**config.mk**
```make
export PLATFORM = sky130hd
export DESIGN_NAME = hamming_secded_decoder
export DESIGN_NICKNAME = d
export VERILOG_FILES = /design/src/rtl/hamming_pkg.sv /design/src/rtl/hamming_syndrome.sv /design/src/rtl/hamming_secded_decoder.sv
export SDC_FILE = /design/constraint.sdc
export NUM_CORES = 1
export LEC_CHECK = 0
export ABC_AREA = 1
export ABC_CLOCK_PERIOD_IN_PS = 3240
export BUFFER_PORTS_ARGS = -buffer_cell sky130_fd_sc_hd__buf_2
export CAP_MARGIN = 15
export CORE_AREA = 5 5 80 82
export DETAILED_ROUTE_END_ITERATION = 6
export DIE_AREA = 0 0 85 87
export PLACE_DENSITY = 0.77
export SLEW_MARGIN = 25
export SYNTH_ARGS = -nofsm -noshare
export SYNTH_HDL_FRONTEND = slang
export SYNTH_SLANG_ARGS = --single-unit
export TNS_END_PERCENT = 5
```
**constraint.sdc**
```tcl
create_clock -name clk -period 3.24 [get_ports clk]
set_clock_uncertainty 0.15 [all_clocks]
set_input_delay 0.162 -clock clk [delete_from_list [all_inputs] [get_ports clk]]
set_output_delay 0.162 -clock clk [all_outputs]
set_load 0.05 [all_outputs]
```
**src/rtl/hamming_pkg.sv**
```systemverilog
// rtl/hamming_pkg.sv - Hamming code geometry helpers shared by the SEC-DED encoder and decoder
package hamming_pkg;

   function automatic int calc_p(input int data_w);
      int p;
      p = 1;
      while ((1 << p) < data_w + p + 1) p++;
      return p;
   endfunction

   function automatic bit is_pow2(input int x);
      return (x > 0) && ((x & (x - 1)) == 0);
   endfunction

   // data bits occupy the non-power-of-two positions, data[0] at position 3
   function automatic int data_pos(input int idx);
      int pos;
      int cnt;
      pos = 2;
      cnt = -1;
      while (cnt < idx) begin
         pos++;
         if (!is_pow2(pos)) cnt++;
      end
      return pos;
   endfunction

endpackage

```
**src/rtl/hamming_syndrome.sv**
```systemverilog
// rtl/hamming_syndrome.sv - combinational syndrome and overall parity of an extended Hamming codeword
module hamming_syndrome
   import hamming_pkg::*;
#(
   parameter int DATA_W = 4,
   localparam int P = calc_p(DATA_W),
   localparam int CODE_W = DATA_W + P + 1
) (
   input  logic [CODE_W-1:0] code,
   output logic [P-1:0]      syndrome,
   output logic              parity
);

   always_comb begin
      syndrome = '0;
      for (int i = 1; i < CODE_W; i++) begin
         if (code[i]) syndrome = syndrome ^ P'(i);
      end
   end

   assign parity = ^code;

endmodule

```
**src/rtl/hamming_secded_decoder.sv**
```systemverilog
// rtl/hamming_secded_decoder.sv - two-stage pipelined SEC-DED decoder with saturating error counters
module hamming_secded_decoder
   import hamming_pkg::*;
#(
   parameter int DATA_W = 4,
   parameter int CNT_W = 16,
   localparam int P = calc_p(DATA_W),
   localparam int CODE_W = DATA_W + P + 1
) (
   input  logic              clk,
   input  logic              rst,
   input  logic              in_valid,
   output logic              in_ready,
   input  logic [CODE_W-1:0] in_code,
   output logic              out_valid,
   input  logic              out_ready,
   output logic [DATA_W-1:0] out_data,
   output logic              out_corrected,
   output logic              out_uncorrectable,
   output logic [P-1:0]      out_syndrome,
   input  logic              cnt_clr,
   output logic [CNT_W-1:0]  corr_cnt,
   output logic [CNT_W-1:0]  uncorr_cnt
);

   logic              s1_valid;
   logic [DATA_W-1:0] s1_data;
   logic [P-1:0]      s1_syn;
   logic              s1_par;
   logic              s2_valid;
   logic [P-1:0]      syn;
   logic              par;
   logic              s1_load;
   logic              s2_load;
   logic              corr;
   logic              uncorr;
   logic [DATA_W-1:0] raw_data;
   logic [DATA_W-1:0] ext_data;
   logic              out_fire;

   hamming_syndrome #(.DATA_W(DATA_W)) u_syndrome (
      .code     (in_code),
      .syndrome (syn),
      .parity   (par)
   );

   assign s2_load   = !s2_valid || out_ready;
   assign s1_load   = !s1_valid || s2_load;
   assign in_ready  = s1_load;
   assign out_valid = s2_valid;
   assign out_fire  = s2_valid && out_ready;

   // Only the data positions of the codeword are needed after the syndrome is known.
   for (genvar d = 0; d < DATA_W; d++) begin : g_data
      assign raw_data[d] = in_code[data_pos(d)];
      assign ext_data[d] = s1_data[d] ^ (corr && (int'(s1_syn) == data_pos(d)));
   end

   always_ff @(posedge clk) begin
      if (rst) begin
         s1_valid <= 1'b0;
         s1_data  <= '0;
         s1_syn   <= '0;
         s1_par   <= 1'b0;
      end else if (s1_load) begin
         s1_valid <= in_valid;
         if (in_valid) begin
            s1_data <= raw_data;
            s1_syn  <= syn;
            s1_par  <= par;
         end
      end
   end

   // odd parity with a syndrome beyond the last position only happens in shortened codes
   always_comb begin
      corr   = 1'b0;
      uncorr = 1'b0;
      if (s1_par) begin
         if (int'(s1_syn) < CODE_W) corr = 1'b1;
         else                       uncorr = 1'b1;
      end else if (s1_syn != '0) begin
         uncorr = 1'b1;
      end
   end

   always_ff @(posedge clk) begin
      if (rst) begin
         s2_valid          <= 1'b0;
         out_data          <= '0;
         out_corrected     <= 1'b0;
         out_uncorrectable <= 1'b0;
         out_syndrome      <= '0;
      end else if (s2_load) begin
         s2_valid <= s1_valid;
         if (s1_valid) begin
            out_data          <= ext_data;
            out_corrected     <= corr;
            out_uncorrectable <= uncorr;
            out_syndrome      <= s1_syn;
         end
      end
   end

   // a clear in the same cycle as a counted handshake drops that event
   always_ff @(posedge clk) begin
      if (rst || cnt_clr) begin
         corr_cnt   <= '0;
         uncorr_cnt <= '0;
      end else if (out_fire) begin
         if (out_corrected && (corr_cnt != '1))
            corr_cnt <= corr_cnt + CNT_W'(1);
         if (out_uncorrectable && (uncorr_cnt != '1))
            uncorr_cnt <= uncorr_cnt + CNT_W'(1);
      end
   end

endmodule

```
==> results.sh <==
export IMPL_required_ns=3.30
export IMPL_tightest_slew_ns=0.451
export IMPL_drc=0
export IMPL_holdWs_ns=0.0197
export IMPL_cts_sinks=51
export IMPL_path_max_fanout=16
export IMPL_synth_area_um2=2980
export IMPL_area_growth_pct=14.1
export IMPL_dieArea_um2=7400
export IMPL_final_area_um2=3400
export IMPL_start_util_pct=52.5
export IMPL_cts_root_buf="clkbuf_8"
export IMPL_postRouteAntennaNets=0
export IMPL_setup_viol=0
export IMPL_grt_max_degree=30
export IMPL_dr_total_vias=2897
export IMPL_postCtsHoldBufs=0
export IMPL_grt_pass1_vias=2687
export IMPL_powerDensity_nw_per_um2=380
export IMPL_dpl_cell_area_um2=3280
export IMPL_period_needed_ns=1.80
export IMPL_cts_setup_buffers=0
export IMPL_drv_cap=0
export IMPL_cts_clk_slew_worst_paths_ns=0.10
export IMPL_final_common_cell="nand2_1"
export IMPL_peakVddDrop_mv=0.236
export IMPL_dp_slack_ns=1.47
export IMPL_final_util_pct=59.9
export IMPL_firstDrtPassIters=4
export IMPL_place_gp_congestion=0.851
export IMPL_worstSetupPathType="flop to flop"
export IMPL_tns_ns=0
export IMPL_cts_buffers=5
export IMPL_slew_headroom_pct=69.8
export IMPL_cts_tree="built"
export IMPL_drt_total_wl_um=6570
export IMPL_num_io_pins=56
export IMPL_avgSynthCellArea_um2=6.50
export IMPL_final_cell_mix="nand2_1, nor2_1, inv_1, buf_2, dfxtp_1"
export IMPL_p_total_mw=1.29
export IMPL_core_area_um2=5680
export IMPL_ys_types=29
export IMPL_yosys_area_top_type="dfxtp_1"
export IMPL_status="completed"
export IMPL_yosys_top_cells_area="dfxtp_1, nand2_1, nor2_1, inv_1, nand3_1"
export IMPL_rows=28
export IMPL_cp_end_kind="flop"
export IMPL_globalRouteOverflowTotal=0
export IMPL_cts_repair_resized=0
export IMPL_post_route_period_util_pct=55.6
export IMPL_diodes=0
export IMPL_wire_per_inst_um=11.2
export IMPL_grt_setup_unrepaired="no"
export IMPL_total_leakage_power_nw=1.62
export IMPL_clkLatencyLatePin_ns=0.31
export IMPL_final_cells=588
export IMPL_finalHoldViolCount=0
export IMPL_cts_max_path_buffers=2
export IMPL_hpwlAfterDp_um=4990
export IMPL_synthCells=458
export IMPL_timing_final_ws_setup_ns=1.44
export IMPL_ys_seq_area_share_pct=34.3
export IMPL_drive_gt1_share_pct=18.9
export IMPL_synth_fp_nets=473
export IMPL_synth_top_cell_area_share_pct=34.3
export IMPL_slew_viol_final=0
export IMPL_nNetsFinal=527
export IMPL_ys_warn_count=0
export IMPL_drt_first_iter_violations=151
export IMPL_crit_path_start_kind="flop"
export IMPL_grt_usage_pct=18.4
export IMPL_grt_pass1_wl_um=11400
export IMPL_die_h_um=87
export IMPL_vias_per_cell=4.93
export IMPL_ys_ff_latch=51
export IMPL_die_w_um=85
export IMPL_portBuffers=55
export IMPL_htree_levels=2
export IMPL_hold_class="primary input to flop"
export IMPL_cp_arrival_ns=1.86
export IMPL_dpl_cell_count=580
export IMPL_clock_fmax_ghz=0.555
export IMPL_antenna_found_initial=0
power breakdown:
group	switching [mW]	internal, mW
Clock	0.219	0.254
Sequential	0.0171	0.645
Combinational	0.109	0.0472
cells by family after synthesis:
family | after synthesis | synth area share [%]
adders and majority gates | 2 | 0.840
DFF | 51 | 34.3
AOI/OAI and AO/OA | 36 | 6.47
buffers and inverters | 76 | 11.1
and+or+nand+nor | 274 | 41.7
xor gates and xnor gates | 19 | 5.59
path summary, 6_finish.rpt:
path	start	end	slack (ns)	depth (start not counted)
hold reg to reg	s1_data[0]	s1_data[0]	0.34	2
setup / recovery	uncorr_cnt[0]	uncorr_cnt[0]	1.44	9
setup reg to reg	uncorr_cnt[0]	uncorr_cnt[0]	1.44	9
hold / removal	rst	out_uncorrectable	0.02	2
critical path: stages, from the launching register on:
cell,delay (ns)
dfxtp_1,0.36
ha_1,0.24
nand2_2,0.11
nor2_4,0.04
nand2_2,0.13
nor2_4,0.06
nor2_4,0.34
nand3_1,0.13
nand2_1,0.09
nor2_1,0.04
synth_stat cells:
master and instances:
a22oi_1 1, a21oi_2 2, xnor2_1 8, buf_8 1
nor2_4 6, inv_1 65, buf_4 1, buf_2 2
clkbuf_1 1, nand3_1 35, clkbuf_4 1, a211oi_1 1
or2_2 1, clkbuf_8 1, clkinv_1 2, nand2_1 108
nand3_2 12, buf_6 2, dfxtp_1 51, o21ai_0 14
nor2_2 3, ha_1 2, nand4_1 3, nor2_1 93
nand2_2 7, nand2_4 1, a21oi_1 18, xor2_1 11
nor3_1 5
registers in the layout (all words and copies together) (netlist names):
| register | cells |
|---|---|
| s1_par | 1 |
| s1_syn | 3 |
| out_corrected | 1 |
| s1_valid | 1 |
| out_uncorrectable | 1 |
| out_valid | 1 |
| s1_data | 4 |
| uncorr_cnt | 16 |
| out_data | 4 |
| corr_cnt | 16 |
| out_syndrome | 3 |
layer usage:
| metal | vias to the layer above | global-route usage (%) | wire (um) |
|---|---|---|---|
| met3 | 9 | 3.88 | 351 |
| met1 | 1305 | 20.3 | 2750 |
| met5 | - | 0 | 0 |
| met4 | 0 | 4.75 | 83 |
| met2 | 67 | 35.4 | 3380 |
| li1 | 1516 | - | - |
cell type report:
cell class	instances	area [um^2]
Sequential cell	51	1020
Clock inverter	2	38.8
Inverter	67	251
Multi-Input combinational cell	331	1630
Tap cell	75	93.8
Fill cell	578	2280
Timing Repair Buffer	56	283
Clock buffer	6	82.6
Power figures use the tool's default switching activity.
